### src/rtl/bin2bcd_seq_pkg.sv
// bin2bcd_seq_pkg: shared FSM state encoding and digit width for the BCD converter.
package bin2bcd_seq_pkg;
   typedef enum logic [1:0] {
      S_IDLE = 2'b00,
      S_OP   = 2'b01,
      S_DONE = 2'b10
   } state_t;
   localparam int BCD_DIGIT_W = 4;
endpackage

### src/rtl/bin2bcd_seq_digit_adj.sv
// bcd_digit_adj: add-3 correction applied to one BCD digit before each shift.
module bcd_digit_adj
   import bin2bcd_seq_pkg::*;
(
   input  logic [BCD_DIGIT_W-1:0] digit,
   output logic [BCD_DIGIT_W-1:0] adj
);
   assign adj = (digit > 4'd4) ? digit + 4'd3 : digit;
endmodule

### src/rtl/bin2bcd_seq.sv
// bin2bcd_seq: sequential double-dabble binary-to-BCD converter, W shift cycles
// per conversion with a start/ready/done_tick handshake.
module bin2bcd_seq
   import bin2bcd_seq_pkg::*;
#(
   parameter int W      = 20,
   parameter int DIGITS = 7
) (
   input  logic                          clk,
   input  logic                          reset,
   input  logic                          start,
   input  logic [W-1:0]                  bin,
   output logic                          ready,
   output logic                          done_tick,
   output logic [BCD_DIGIT_W*DIGITS-1:0] bcd
);
   localparam int NW = $clog2(W + 1);
   localparam int BW = BCD_DIGIT_W * DIGITS;
   state_t        state;
   logic [NW-1:0] n;
   logic [W-1:0]  p2s;
   logic [BW-1:0] adj;
   for (genvar i = 0; i < DIGITS; i++) begin : g_adj
      bcd_digit_adj u_adj (
         .digit(bcd[BCD_DIGIT_W*i +: BCD_DIGIT_W]),
         .adj  (adj[BCD_DIGIT_W*i +: BCD_DIGIT_W])
      );
   end
   assign ready     = (state == S_IDLE);
   assign done_tick = (state == S_DONE);
   always_ff @(posedge clk or negedge reset)
      if (!reset) begin
         state <= S_IDLE;
         n     <= '0;
         p2s   <= '0;
         bcd   <= '0;
      end else begin
         case (state)
            S_IDLE:
               if (start) begin
                  p2s   <= bin;
                  bcd   <= '0;
                  n     <= NW'(W);
                  state <= S_OP;
               end
            S_OP: begin
               // adjusted digits shift left with the operand MSB entering digit 0
               bcd   <= {adj[BW-2:0], p2s[W-1]};
               p2s   <= {p2s[W-2:0], 1'b0};
               n     <= n - NW'(1);
               state <= (n == NW'(1)) ? S_DONE : S_OP;
            end
            S_DONE:  state <= S_IDLE;
            default: state <= S_IDLE;
         endcase
      end
endmodule

### config.mk
export PLATFORM = sky130hd
export DESIGN_NAME = bin2bcd_seq
export DESIGN_NICKNAME = d
export VERILOG_FILES = /design/src/rtl/bin2bcd_seq_pkg.sv /design/src/rtl/bin2bcd_seq_digit_adj.sv /design/src/rtl/bin2bcd_seq.sv
export SDC_FILE = /design/constraint.sdc
export NUM_CORES = 1
export LEC_CHECK = 0
export BUFFER_PORTS_ARGS = -buffer_cell sky130_fd_sc_hd__buf_2
export CAP_MARGIN = 20
export CORE_MARGIN = 2
export CORE_UTILIZATION = 43
export DETAILED_ROUTE_END_ITERATION = 12
export PLACE_DENSITY = 0.66
export SLEW_MARGIN = 20
export SYNTH_ARGS = -nofsm -noshare
export SYNTH_HDL_FRONTEND = slang
export SYNTH_HIERARCHICAL = 1
export SYNTH_SLANG_ARGS = --single-unit
### constraint.sdc
create_clock -name clk -period 3.6 [get_ports clk]
set_clock_uncertainty 0.15 [all_clocks]
set_input_delay 0.36 -clock clk [delete_from_list [all_inputs] [get_ports clk]]
set_output_delay 0.36 -clock clk [all_outputs]
set_load 0.01 [all_outputs]
* Yosys cells after proc, flatten, opt, wreduce, memory -nomap -nowiden *
Index checks and enable logic that the tools add are counted.
W data, S select, Z words.

cells by class
  add/sub/neg operators = 8
  reductions and logical operators = 3
  magnitude comparators = 7
  equality and inequality tests = 4
  multiplexer cells = 16

operators by type and width
  cell                   count
  $pmux W28 S2           1
  $pmux W20 S2           1
  $gt A4 B3 Y1 const B   7
  $mux W28               1
  $add A4 B2 Y4 const B  6
  $mux W4                6
  $mux W20               1
  $pmux W5 S2            1
  $eq A5 B1 Y1 const B   1
  $mux W5                1
  $sub A5 B1 Y5 const B  1
  $mux W2                2
  $pmux W2 S2            1
  $add A3 B2 Y3 const B  1
  $mux W3                1
  $eq A2 B1 Y1 const B   1
  $eq A2 B2 Y1 const B   1
  $logic_not A2 Y1       1
  $ne A2 B2 Y1 const B   1
  $reduce_and A2 Y1      1
  $reduce_bool A2 Y1     1

word-level totals
  flip-flop bits (word level) = 55
  logic and storage cells = 42

* Longest topological paths before layout *
Gate-level depths: netlist of run 1.

  depth in word-level cells = 3
  depth in mapped cells = 6

* By module *
The synthesis of run 1 kept the hierarchy.

by module, submodules not included
  module         instances  cells an instance  area an instance (um^2)  seq. area each (um^2)
  bin2bcd_seq    1          208                2376.0                   1376.3
  bcd_digit_adj  7          15                 103.8                    0.0

* Least setup slack after synthesis of run 1 *
OpenSTA, ideal clock, no wires.

  path kind = reg2reg
  start = register bcd[8]
  end = register bcd[11]
  arrival = 1.245 ns
  period minus slack after synthesis = 1.516 ns
  path slack = 2.084 ns
  data required time = 3.329 ns
  cell stages (with the launch flop) = 7
  cells stage by stage = dfrtp_1 inv_1 ha_1 nor2b_1 o21ai_0 o21ai_0 a22o_1

between the ends
  cells in the longest elaborated chain, start to end = 3
  elaborated cells between the ends (all ways) = 4
  those cells by class = 1 x add/sub; 1 x order compare; 2 x mux

RTL lines
  what                                                  line                        source
  start, declared                                       bin2bcd_seq.sv:15           output logic [BCD_DIGIT_W*DIGITS-1:0] bcd
  start signal, assigned                                bin2bcd_seq.sv:48           bcd <= {adj[BW-2:0], p2s[W-1]};
  $add A4 B2 Y4 / $gt A4 B3 Y1 (equally long branches)  bin2bcd_seq_digit_adj.sv:8  assign adj = (digit > 4'd4) ? digit + 4'd3 : digit;
  $mux W4 (*)                                           bin2bcd_seq_digit_adj.sv:8
  via adj[10]                                           bin2bcd_seq.sv:22           logic [BW-1:0] adj;
  $pmux W28 S2 (*)                                      bin2bcd_seq.sv:38           case (state)

The timed path passes the listed nets; every way through them passes the cells marked *.
A chain may end at the register's enable or synchronous reset.

* Final worst setup path of run 1 *
  start = register state[0]
  end = register n[4]

between the ends
  cells in the longest elaborated chain, start to end = 3
  elaborated cells between the ends (all ways) = 6
  those cells by class = 2 x eq/ne; 1 x mux; 3 x reduce/logical

RTL lines
  what                                                                 line               source
  start, declared                                                      bin2bcd_seq.sv:19  state_t state;
  start signal, assigned                                               bin2bcd_seq.sv:51  state <= (n == NW'(1)) ? S_DONE : S_OP;
  $eq A2 B1 Y1 / $logic_not A2 Y1 (equally long branches)              bin2bcd_seq.sv:38
  $reduce_bool A2 Y1 (no line) / $ne A2 B2 Y1 (equally long branches)  --
  $reduce_and A2 Y1 (no line)                                          --
  end signal, assigned                                                 bin2bcd_seq.sv:43  n <= NW'(W);
  end signal, assigned                                                 bin2bcd_seq.sv:50  n <= n - NW'(1);
  end, declared                                                        bin2bcd_seq.sv:20  logic [NW-1:0] n;

Several ways; a longest one is shown, not always the timed one.

==> metrics.txt, run 1 <==
# TYPE chip_impl_metric gauge
chip_impl_info{name="status",value="complete, no violations"} 1
chip_impl_metric{name="drt-vias-per-instance",unit=""} 5.36
chip_impl_metric{name="drt-total-wl",unit="mm"} 6.25
chip_impl_metric{name="setup_tns",unit="ns"} 0
chip_impl_metric{name="path_clk_slew",unit="ns"} 0.10
chip_impl_metric{name="worst-endpoint-arrival",unit="ns"} 2.32
chip_impl_metric{name="pwr-share-seq",unit="%"} 38.1
chip_impl_metric{name="die_height",unit="um"} 88.7
chip_impl_metric{name="n_fill_cell",unit=""} 652
chip_impl_metric{name="report.final.slew_viol_count",unit=""} 0
chip_impl_metric{name="drc",unit=""} 0
chip_impl_metric{name="die-width",unit="um"} 88.7
chip_impl_metric{name="timing.final.crit_period",unit="ns"} 2.23
chip_impl_metric{name="clkLatencyLatePin",unit="ns"} 0.31
chip_impl_metric{name="globalRouteTotalUtil",unit="%"} 17.1
chip_impl_metric{name="fin_nets",unit=""} 394
chip_impl_metric{name="drc_marker_count_from_the_first_detailed_route_iteration",unit=""} 112
chip_impl_metric{name="antenna-diode-count",unit=""} 0
chip_impl_metric{name="internal_power",unit="mW"} 1.96
chip_impl_metric{name="area_growth_syn_to_layout",unit="%"} 13.7
chip_impl_info{name="worst-setup-path-type",value="reg -> reg"} 1
chip_impl_metric{name="max_slew.worst_pin.slew",unit="ns"} 0.893
chip_impl_metric{name="fraction_of_final_layout_cells_sized_beyond_drive_strength_1",unit="%"} 20.5
chip_impl_metric{name="place_worst_setup_slack",unit="ns"} 1.39
chip_impl_metric{name="fp.dieArea",unit="um2"} 7870
chip_impl_metric{name="maximum_level_of_the_cts_h_tree",unit=""} 2
chip_impl_metric{name="routability_congestion",unit=""} 0.772
chip_impl_metric{name="timing.final.ws_setup",unit="ns"} 1.37
chip_impl_metric{name="dpl.hpwl",unit="mm"} 4.06
chip_impl_info{name="tritoncts",value="done"} 1
chip_impl_metric{name="mappedNetlistNets",unit=""} 349
chip_impl_metric{name="post-route-period-util",unit="%"} 61.9
chip_impl_metric{name="combinationalPowerShare",unit="%"} 50.7
chip_impl_metric{name="dr_wl_met2",unit="mm"} 2.89
chip_impl_metric{name="report.final.setup_viol",unit=""} 0
chip_impl_metric{name="area_of_the_placeable_core",unit="um2"} 6870
chip_impl_metric{name="cts-buffers-inserted",unit=""} 5
chip_impl_metric{name="cp_max_fo",unit=""} 36
chip_impl_metric{name="postSynthCellCount",unit=""} 310
chip_impl_info{name="rsz_0062_raised_after_global_routing",value="false"} 1
chip_impl_metric{name="pin_count_of_the_biggest_net_entering_global_routing",unit=""} 49
chip_impl_info{name="top_layer",value="met4"} 1
chip_impl_metric{name="power.switching",unit="mW"} 1.36
chip_impl_metric{name="hold_buffers",unit=""} 0
chip_impl_metric{name="drt_antenna_net_count",unit=""} 0
chip_impl_metric{name="wl_met3",unit="um"} 265
chip_impl_metric{name="clk_path_buf_depth",unit=""} 2
chip_impl_metric{name="grt_overflow",unit=""} 0
chip_impl_metric{name="wl_met1",unit="mm"} 3.03
chip_impl_metric{name="drt-wirelength-per-cell",unit="um"} 13.8
chip_impl_metric{name="num_vias",unit=""} 2424
chip_impl_metric{name="antenna_found_initial",unit=""} 0
chip_impl_metric{name="finalHoldViolCount",unit=""} 0
chip_impl_metric{name="cp.required",unit="ns"} 3.69
chip_impl_info{name="cts-root-buf",value="clkbuf_8"} 1
chip_impl_metric{name="fraction_of_power_spent_switching_nets",unit="%"} 41.0
chip_impl_metric{name="post-cts-setup-buffers",unit=""} 0
chip_impl_metric{name="grt_pass1_wl",unit="mm"} 10.8
chip_impl_metric{name="port_buffers",unit=""} 52
chip_impl_metric{name="design.portCount",unit=""} 53
chip_impl_metric{name="syn-mean-instance-area",unit="um2"} 9.95
chip_impl_metric{name="via_count_of_the_first_global_routing_pass",unit=""} 2369
chip_impl_metric{name="static-leakage-power",unit="nW"} 1.66
chip_impl_metric{name="p_clk_share",unit="%"} 11.2
chip_impl_metric{name="initial_core_util",unit="%"} 44.9
chip_impl_metric{name="slew_limit_headroom",unit="%"} 40.5
chip_impl_metric{name="max_cap_viol_count",unit=""} 0
chip_impl_metric{name="max-vdd-ir-drop",unit="uV"} 343
chip_impl_metric{name="cts.sinks",unit=""} 55
chip_impl_metric{name="drtPass1Iterations",unit=""} 4
chip_impl_metric{name="post_cts_resized",unit=""} 0
chip_impl_metric{name="ys.warnings.count",unit=""} 6
chip_impl_metric{name="core.rowCount",unit=""} 30
chip_impl_metric{name="max_freq",unit="MHz"} 449
chip_impl_info{name="critical_path.startpoint_type",value="flip-flop"} 1
chip_impl_metric{name="post_synth_instance_area",unit="um2"} 3090
chip_impl_info{name="worstHoldPathType",value="in -> async"} 1
chip_impl_info{name="endpoint_kind",value="flip-flop"} 1
chip_impl_metric{name="pwr_density_cell",unit="nW/um2"} 946
routing by layer:
metal  up-vias  global-route usage (%)
met5         -                       0
met4         0                    4.55
met3         6                    3.82
met2        47                    27.9
met1      1176                    23.0
li1       1195                       -
power groups by stage:
| stage | sequential (mW) | clock [mW] | combinational (mW) |
|---|---|---|---|
| 5_1_grt | 1.32 | 0.404 | 1.93 |
| 3_3_place_gp | 1.27 | 0 | 1.65 |
| 3_5_place_dp | 1.27 | 0 | 1.70 |
| 6_report | 1.26 | 0.372 | 1.68 |
| 4_1_cts | 1.26 | 0.383 | 1.71 |
| 2_1_floorplan | 1.24 | 0 | 1.30 |
cells in the final DEF, fill, tap and decap left out, drive strengths merged, types with 10 or more instances in the layout:
cell,instances
buf,56
nand2b,10
o21ai,42
inv,24
a22oi,19
a22o,29
nor2b,29
ha,16
dfrtp,55
a21oi,27
metrics by stage:
stage / std cells / area (um2) / hold WS, ns / util, % / total power [mW]
6_report: 452 / 3510 / 0.0192 / 51.1 / 3.32
3_3_place_gp: 444 / 3410 / 0.316 / 49.6 / 2.92
2_1_floorplan: 310 / 3090 / -0.0856 / - / 2.54
3_5_place_dp: 444 / 3410 / 0.324 / 49.6 / 2.98
5_1_grt: 452 / 3510 / 0.0933 / 51.1 / 3.66
4_1_cts: 452 / 3510 / 0.0512 / 51.1 / 3.36
cell type report:
| type | instances | area, um2 | share of cell area [%] |
|---|---|---|---|
| clock buffers | 8 | 100 | 2.85 |
| repair buffers | 56 | 290 | 8.27 |
| well taps | 96 | 120 | 3.42 |
| multi-input cells | 213 | 1530 | 43.7 |
| flip-flops and latches | 55 | 1380 | 39.2 |
| inverters | 24 | 90.1 | 2.57 |
registers in the layout (all words and copies together) (netlist names):
register,flops
state,2
bcd,28
p2s,20
n,5
worst paths after layout:
kind,startpoint,endpoint,slack (ns),cells after the start
hold / removal,reset,p2s[4],0.02,1
setup / recovery,state[0],n[4],1.37,3
setup reg to reg,state[0],n[4],1.37,3
min in group clk,bin[0],p2s[0],0.15,2
max in group asynchronous,reset,bcd[3],2.53,2
hold reg to reg,n[3],n[3],0.33,1
worst max-delay path, cell delays in order (launching register included):
cell	delay, ns
dfrtp_1	0.94
o21bai_4	0.43
or4_1	0.57
nand3_1	0.09
Power figures use the tool's default switching activity.
==> run 2: changes to the inputs <==
--- a/config.mk
+++ b/config.mk
@@ -10,7 +10,7 @@
 export CORE_MARGIN = 2
 export CORE_UTILIZATION = 43
 export DETAILED_ROUTE_END_ITERATION = 12
-export PLACE_DENSITY = 0.66
+export PLACE_DENSITY = 0.68
 export SLEW_MARGIN = 20
 export SYNTH_ARGS = -nofsm -noshare
 export SYNTH_HDL_FRONTEND = slang
==> constraint.sdc (replaced) <==
create_clock -name clk -period 1.8 [get_ports clk]
set_clock_uncertainty 0.15 [all_clocks]
set_input_delay 0.18 -clock clk [delete_from_list [all_inputs] [get_ports clk]]
set_output_delay 0.18 -clock clk [all_outputs]
set_load 0.01 [all_outputs]
==> run 2 against run 1 <==
  * Non-clock buffer count is 12 higher
  * Count of clock-buffer cells in the layout is 2 lower
  * Total power is 100% higher
  * First-iteration DRC count is 36% lower
  * Routed wire length is 0.82% higher
  * Worst hold slack worse by 0.0078 ns
  * Fmax is 41% higher
  * Utilization is 1.7 points higher
  * Final cell count is 2.4% higher
  * Cell area is 3.2% higher
==> metrics.txt, run 2 (synthesis gave the netlist of run 1 again) <==
# TYPE chip_impl_metric gauge
chip_impl_info{name="cts-root-buf",value="clkbuf_8"} 1
chip_impl_metric{name="die-width",unit="um"} 88.7
chip_impl_metric{name="cp.required",unit="ns"} 1.85
chip_impl_metric{name="antenna_found_initial",unit=""} 0
chip_impl_metric{name="cts.sinks",unit=""} 55
chip_impl_metric{name="drtPass1Iterations",unit=""} 5
chip_impl_info{name="hold_path_origin",value="bin[1]"} 1
chip_impl_info{name="critical_path.startpoint_type",value="flip-flop"} 1
chip_impl_info{name="worstHoldPathType",value="in -> reg"} 1
chip_impl_metric{name="worst_path_largest_cell_delay",unit="ns"} 0.44
chip_impl_metric{name="max-vdd-ir-drop",unit="uV"} 677
chip_impl_metric{name="area_of_the_placeable_core",unit="um2"} 6870
chip_impl_metric{name="multi_input_area",unit="um2"} 1530
chip_impl_metric{name="post-route-period-util",unit="%"} 87.8
chip_impl_metric{name="area_growth_syn_to_layout",unit="%"} 17.4
chip_impl_metric{name="antenna-diode-count",unit=""} 0
chip_impl_metric{name="cts-buffers-inserted",unit=""} 5
chip_impl_metric{name="slew_limit_headroom",unit="%"} 73.6
chip_impl_metric{name="setup_tns",unit="ns"} 0
chip_impl_metric{name="grt_pass1_wl",unit="mm"} 10.6
chip_impl_metric{name="postPlaceCellArea",unit="um2"} 3490
chip_impl_metric{name="drt_antenna_net_count",unit=""} 0
chip_impl_metric{name="dpl.hpwl",unit="mm"} 4.30
chip_impl_info{name="critical_path.most_common_cell",value="o21ai_0"} 1
chip_impl_metric{name="port_buffers",unit=""} 52
chip_impl_metric{name="power.total",unit="mW"} 6.72
chip_impl_metric{name="largest_register_ffs",unit=""} 28
chip_impl_metric{name="routability_congestion",unit=""} 0.793
chip_impl_metric{name="ff2ff_path_depth",unit=""} 6
chip_impl_metric{name="drt-wirelength-per-cell",unit="um"} 13.6
chip_impl_metric{name="post-route-util",unit="%"} 52.7
chip_impl_metric{name="static-leakage-power",unit="nW"} 1.72
chip_impl_metric{name="grt_overflow",unit=""} 0
chip_impl_info{name="layout_top_registers",value="bcd: 28 flops, p2s: 20 flops, n: 5 flops"} 1
chip_impl_metric{name="whs",unit="ns"} 0.0114
chip_impl_metric{name="seq_area",unit="um2"} 1380
chip_impl_metric{name="globalRouteTotalUtil",unit="%"} 17.1
chip_impl_metric{name="report.final.setup_viol",unit=""} 0
chip_impl_metric{name="drt-total-wl",unit="mm"} 6.30
chip_impl_info{name="worst_path_max_delay_cell",value="dfrtp_1"} 1
chip_impl_metric{name="clkLatencyLatePin",unit="ns"} 0.30
chip_impl_metric{name="clk_path_buf_depth",unit=""} 2
chip_impl_info{name="worst-setup-path-type",value="reg -> reg"} 1
chip_impl_info{name="crit_path_cell_trace",value="inv_1 -> ha_1 -> nor2b_1 -> o21ai_0 -> o21ai_0 -> a22o_1"} 1
chip_impl_info{name="layout.cells.most_common_list",value="54 x dfrtp_1, 52 x buf_2, 34 x o21ai_0"} 1
chip_impl_metric{name="drc",unit=""} 0
chip_impl_info{name="mostFrequentLayoutCell",value="dfrtp_1"} 1
chip_impl_metric{name="max_slew.worst_pin.slew",unit="ns"} 0.396
chip_impl_metric{name="path_clk_slew",unit="ns"} 0.10
chip_impl_info{name="regToRegEndpoint",value="bcd[15]"} 1
chip_impl_info{name="rsz_0062_raised_after_global_routing",value="false"} 1
chip_impl_metric{name="design.portCount",unit=""} 53
chip_impl_metric{name="initial_core_util",unit="%"} 44.9
chip_impl_metric{name="post-cts-setup-buffers",unit=""} 0
chip_impl_metric{name="fp.dieArea",unit="um2"} 7870
chip_impl_info{name="tritoncts",value="done"} 1
chip_impl_metric{name="max_freq",unit="MHz"} 633
chip_impl_metric{name="fraction_of_final_layout_cells_sized_beyond_drive_strength_1",unit="%"} 22.3
chip_impl_metric{name="reg2reg_setup_slack",unit="ns"} 0.22
chip_impl_metric{name="pin_count_of_the_biggest_net_entering_global_routing",unit=""} 49
chip_impl_metric{name="core.rowCount",unit=""} 30
chip_impl_metric{name="drt-vias-per-instance",unit=""} 5.30
chip_impl_info{name="regToRegStartpoint",value="bcd[12]"} 1
chip_impl_metric{name="fin_nets",unit=""} 406
chip_impl_metric{name="holdPathStages",unit=""} 3
chip_impl_metric{name="num_vias",unit=""} 2454
chip_impl_info{name="status",value="complete, no violations"} 1
chip_impl_metric{name="drc_marker_count_from_the_first_detailed_route_iteration",unit=""} 72
chip_impl_metric{name="maximum_level_of_the_cts_h_tree",unit=""} 2
chip_impl_metric{name="report.final.slew_viol_count",unit=""} 0
chip_impl_metric{name="die_height",unit="um"} 88.7
chip_impl_metric{name="cp_max_fo",unit=""} 5
chip_impl_info{name="max_flop_register",value="bcd"} 1
chip_impl_metric{name="finalHoldViolCount",unit=""} 0
chip_impl_metric{name="worst-endpoint-arrival",unit="ns"} 1.63
chip_impl_metric{name="n_fill_cell",unit=""} 646
chip_impl_metric{name="max_cap_viol_count",unit=""} 0
chip_impl_metric{name="timing.final.crit_period",unit="ns"} 1.58
chip_impl_info{name="hold-path-endpoint",value="p2s[1]"} 1
chip_impl_metric{name="layout.cell_area.non_filler",unit="um2"} 3620
chip_impl_metric{name="pwr_density_cell",unit="nW/um2"} 1860
chip_impl_info{name="endpoint_kind",value="flip-flop"} 1
chip_impl_metric{name="via_count_of_the_first_global_routing_pass",unit=""} 2318
[run 2: final cells by class]
type	instances	area share [%]
well taps	96	3.32
multi-input cells	213	42.3
clock buffers	6	2.28
inverters	24	2.49
repair buffers	68	11.5
clock inverters	1	0.138
flip-flops and latches	55	38.0
[run 2: per-layer routing]
| layer | part of all wire, % | vias to the layer above | track usage (%) |
|---|---|---|---|
| li1 | - | 1217 | - |
| met1 | 47 | 1177 | 23.2 |
| met2 | 47 | 55 | 28.2 |
| met3 | 4.6 | 5 | 3.36 |
| met4 | 0.84 | 0 | 4.13 |
| met5 | 0 | - | 0 |
[run 2: worst max-delay path by stage]
stage	startpoint	to	depth (start not counted)
after floorplan	bcd[8]	bcd[11]	6
after global routing	bcd[4]	bcd[7]	6
after global placement	bcd[4]	bcd[7]	6
after detailed placement	bcd[4]	bcd[7]	6
after CTS	bcd[4]	bcd[7]	6
final	bcd[12]	bcd[15]	6
[run 2: per-stage QoR]
step / setup WS [ns] / instances
after global routing: 0.0461 / 463
after CTS: 0.179 / 463
after global placement: 0.282 / 452
final: 0.220 / 463
after detailed placement: 0.181 / 452
after floorplan: 0.284 / 310
[run 2: critical path: cells and delay by family (launching register included)]
kind | cells | cell delay, ns
AND/OR/NAND/NOR | 1 | 0.13
flip-flops | 1 | 0.44
buffers and inverters | 1 | 0.09
adder cells (fa/ha/maj) | 1 | 0.22
AO/OA/AOI/OAI | 3 | 0.45
[run 2: timing repair]
item,CTS,global route
endpoints found under the setup margin,0,1
endpoints found under the hold margin,17,0
hold buffers,4,0
resized for setup,0,1
[run 2: where the power goes]
part / switching [mW] / internal (mW)
registers: 0.637 / 1.83
logic: 1.73 / 1.83
clock network: 0.385 / 0.303
total: 2.75 / 3.97
==> run 3: changes to the inputs <==
--- a/config.mk
+++ b/config.mk
@@ -10,7 +10,7 @@
 export CORE_MARGIN = 2
 export CORE_UTILIZATION = 43
 export DETAILED_ROUTE_END_ITERATION = 12
-export PLACE_DENSITY = 0.68
+export PLACE_DENSITY = 0.66
 export SLEW_MARGIN = 20
 export SYNTH_ARGS = -nofsm -noshare
 export SYNTH_HDL_FRONTEND = slang
==> run 3 against run 2 <==
  * Register-to-register slack got worse by 0.03 ns
  * Global-route usage grew 0.51 points
  * First-iteration DRC count rose by 43%
  * Non-clock buffer count grew 1
  * Worst setup slack lost 0.027 ns
  * Critical path type unchanged
  * Largest power group unchanged
==> metrics.txt, run 3 (synthesis gave the netlist of run 1 again) <==
# TYPE chip_impl_metric gauge
chip_impl_metric{name="power.total",unit="mW"} 6.86
chip_impl_info{name="worst-setup-path-type",value="reg -> reg"} 1
chip_impl_info{name="status",value="complete, no violations"} 1
chip_impl_metric{name="p_clk_share",unit="%"} 12.5
chip_impl_metric{name="grt_overflow",unit=""} 0
chip_impl_info{name="worst_setup_path_endpoint",value="bcd[3]"} 1
chip_impl_metric{name="timing.final.crit_period",unit="ns"} 1.61
chip_impl_metric{name="die-width",unit="um"} 88.7
chip_impl_metric{name="drc_marker_count_from_the_first_detailed_route_iteration",unit=""} 103
chip_impl_metric{name="combinationalPowerShare",unit="%"} 51.4
chip_impl_metric{name="fraction_of_power_spent_switching_nets",unit="%"} 40.3
chip_impl_metric{name="design.portCount",unit=""} 53
chip_impl_info{name="mostFrequentLayoutCell",value="dfrtp_1"} 1
chip_impl_metric{name="whs",unit="ns"} 0.00879
chip_impl_info{name="layout_top_registers",value="bcd: 28 flops, p2s: 20 flops, n: 5 flops"} 1
chip_impl_metric{name="clk_path_buf_depth",unit=""} 2
chip_impl_metric{name="report.final.slew_viol_count",unit=""} 0
chip_impl_metric{name="timing.final.ws_setup",unit="ns"} 0.193
chip_impl_metric{name="place_worst_setup_slack",unit="ns"} 0.214
chip_impl_metric{name="reg2reg_setup_slack",unit="ns"} 0.19
chip_impl_metric{name="fin_nets",unit=""} 407
chip_impl_metric{name="max-vdd-ir-drop",unit="uV"} 769
chip_impl_metric{name="drtPass1Iterations",unit=""} 4
chip_impl_metric{name="post-cts-setup-buffers",unit=""} 0
chip_impl_metric{name="initial_core_util",unit="%"} 44.9
chip_impl_metric{name="largest_register_ffs",unit=""} 28
chip_impl_metric{name="die_height",unit="um"} 88.7
chip_impl_metric{name="num_vias",unit=""} 2458
chip_impl_metric{name="max_freq",unit="MHz"} 622
chip_impl_metric{name="fp.dieArea",unit="um2"} 7870
chip_impl_metric{name="drc",unit=""} 0
chip_impl_metric{name="antenna_found_initial",unit=""} 0
chip_impl_metric{name="pwr-share-seq",unit="%"} 36.1
chip_impl_metric{name="power.switching",unit="mW"} 2.77
chip_impl_metric{name="cts-buffers-inserted",unit=""} 5
chip_impl_info{name="max_flop_register",value="bcd"} 1
chip_impl_metric{name="area_of_the_placeable_core",unit="um2"} 6870
chip_impl_metric{name="maximum_level_of_the_cts_h_tree",unit=""} 2
chip_impl_info{name="tritoncts",value="done"} 1
chip_impl_metric{name="post-route-period-util",unit="%"} 89.3
chip_impl_info{name="cts-root-buf",value="clkbuf_8"} 1
chip_impl_metric{name="drt-vias-per-instance",unit=""} 5.29
chip_impl_metric{name="ff2ff_path_depth",unit=""} 6
chip_impl_metric{name="setup_tns",unit="ns"} 0
chip_impl_metric{name="antenna-diode-count",unit=""} 0
chip_impl_metric{name="fraction_of_final_layout_cells_sized_beyond_drive_strength_1",unit="%"} 22.5
chip_impl_info{name="layout.cells.most_common_list",value="54 x dfrtp_1, 52 x buf_2, 34 x o21ai_0"} 1
chip_impl_info{name="regToRegStartpoint",value="bcd[1]"} 1
chip_impl_metric{name="post-route-util",unit="%"} 53.1
chip_impl_metric{name="routability_congestion",unit=""} 0.770
chip_impl_metric{name="drt-wirelength-per-cell",unit="um"} 13.7
chip_impl_metric{name="report.final.setup_viol",unit=""} 0
chip_impl_info{name="worstHoldPathType",value="in -> reg"} 1
chip_impl_metric{name="via_count_of_the_first_global_routing_pass",unit=""} 2426
chip_impl_metric{name="dpl.hpwl",unit="mm"} 4.30
chip_impl_metric{name="finalHoldViolCount",unit=""} 0
chip_impl_metric{name="port_buffers",unit=""} 52
chip_impl_info{name="timing.critical_path.from",value="bcd[1]"} 1
chip_impl_metric{name="static-leakage-power",unit="nW"} 1.73
chip_impl_metric{name="pwr_density_cell",unit="nW/um2"} 1880
chip_impl_metric{name="max_slew.worst_pin.slew",unit="ns"} 0.342
chip_impl_metric{name="globalRouteTotalUtil",unit="%"} 17.6
chip_impl_info{name="regToRegEndpoint",value="bcd[3]"} 1
chip_impl_metric{name="slew_limit_headroom",unit="%"} 77.2
chip_impl_info{name="critical_path.startpoint_type",value="flip-flop"} 1
chip_impl_metric{name="cp.required",unit="ns"} 1.85
chip_impl_metric{name="grt_pass1_wl",unit="mm"} 11.0
chip_impl_info{name="endpoint_kind",value="flip-flop"} 1
chip_impl_metric{name="drt-total-wl",unit="mm"} 6.38
chip_impl_metric{name="worst-endpoint-arrival",unit="ns"} 1.66
chip_impl_info{name="rsz_0062_raised_after_global_routing",value="false"} 1
chip_impl_metric{name="clkLatencyLatePin",unit="ns"} 0.30
chip_impl_metric{name="path_clk_slew",unit="ns"} 0.10
chip_impl_metric{name="core.rowCount",unit=""} 30
chip_impl_metric{name="cp_max_fo",unit=""} 4
chip_impl_metric{name="area_growth_syn_to_layout",unit="%"} 18.3
chip_impl_metric{name="drt_antenna_net_count",unit=""} 0
chip_impl_metric{name="cts.sinks",unit=""} 55
chip_impl_metric{name="pin_count_of_the_biggest_net_entering_global_routing",unit=""} 56
chip_impl_metric{name="max_cap_viol_count",unit=""} 0
chip_impl_metric{name="internal_power",unit="mW"} 4.10
[run 3: cell types whose count changed in the layout (fill, tap and decap cells not counted)]
cell           previous run  this run
buf_4                    10        11
buf_12                    2         1
bufinv_16                 0         1
dlygate4sd3_1             4         5
[run 3: worst min-delay path by stage]
stage / cells after the start / start / end / slack [ns]
2_1_floorplan: 0 / reset / bcd[0] / -0.27
3_3_place_gp: 2 / reset / bcd[11] / 0.06
3_5_place_dp: 2 / reset / bcd[11] / 0.05
4_1_cts: 3 / bin[8] / p2s[8] / 0.001
5_1_grt: 3 / bin[2] / p2s[2] / 0.02
6_report: 3 / bin[8] / p2s[8] / 0.009
[run 3: area by class of cell]
class / count / area [um2]
clock inverters: 2 / 35.0
well taps: 96 / 120
flip-flops and latches: 55 / 1380
clock buffers: 6 / 82.6
repair buffers: 69 / 413
fillers: 632 / 3220
inverters: 24 / 90.1
multi-input cells: 213 / 1530
[run 3: metal layers]
layer,vias up,routed length [um],track usage (%)
met5,-,0,0
met2,41,3020,29.2
met4,0,36,3.31
met1,1196,3090,23.9
li1,1217,-,-
met3,4,241,3.64
[run 3: worst max-delay path: stages, from the launching register on]
cell and delay (ns):
dfrtp_1 0.44, inv_1 0.10, ha_1 0.22, nor2b_1 0.13
o21ai_0 0.15, o21ai_0 0.10, a22o_1 0.21
[run 3: through the flow]
step / instance area (um2) / std cells
2_1_floorplan: 3090 / 310
6_report: 3650 / 465
5_1_grt: 3650 / 465
4_1_cts: 3650 / 465
3_3_place_gp: 3480 / 452
3_5_place_dp: 3480 / 452
[run 3: repair_timing]
item,in CTS,in global routing
hold endpoints to repair,59,0
hold buffers,5,0
endpoints found under the setup margin,0,1
gates resized for setup,0,1
[run 3: power groups by stage]
stage | Sequential, mW | Clock, mW | Combinational (mW)
2_1_floorplan | 2.48 | 0 | 2.60
3_3_place_gp | 2.47 | 0 | 3.45
3_5_place_dp | 2.49 | 0 | 3.56
4_1_cts | 2.47 | 0.878 | 3.58
5_1_grt | 2.58 | 0.924 | 4.03
6_report | 2.48 | 0.859 | 3.53
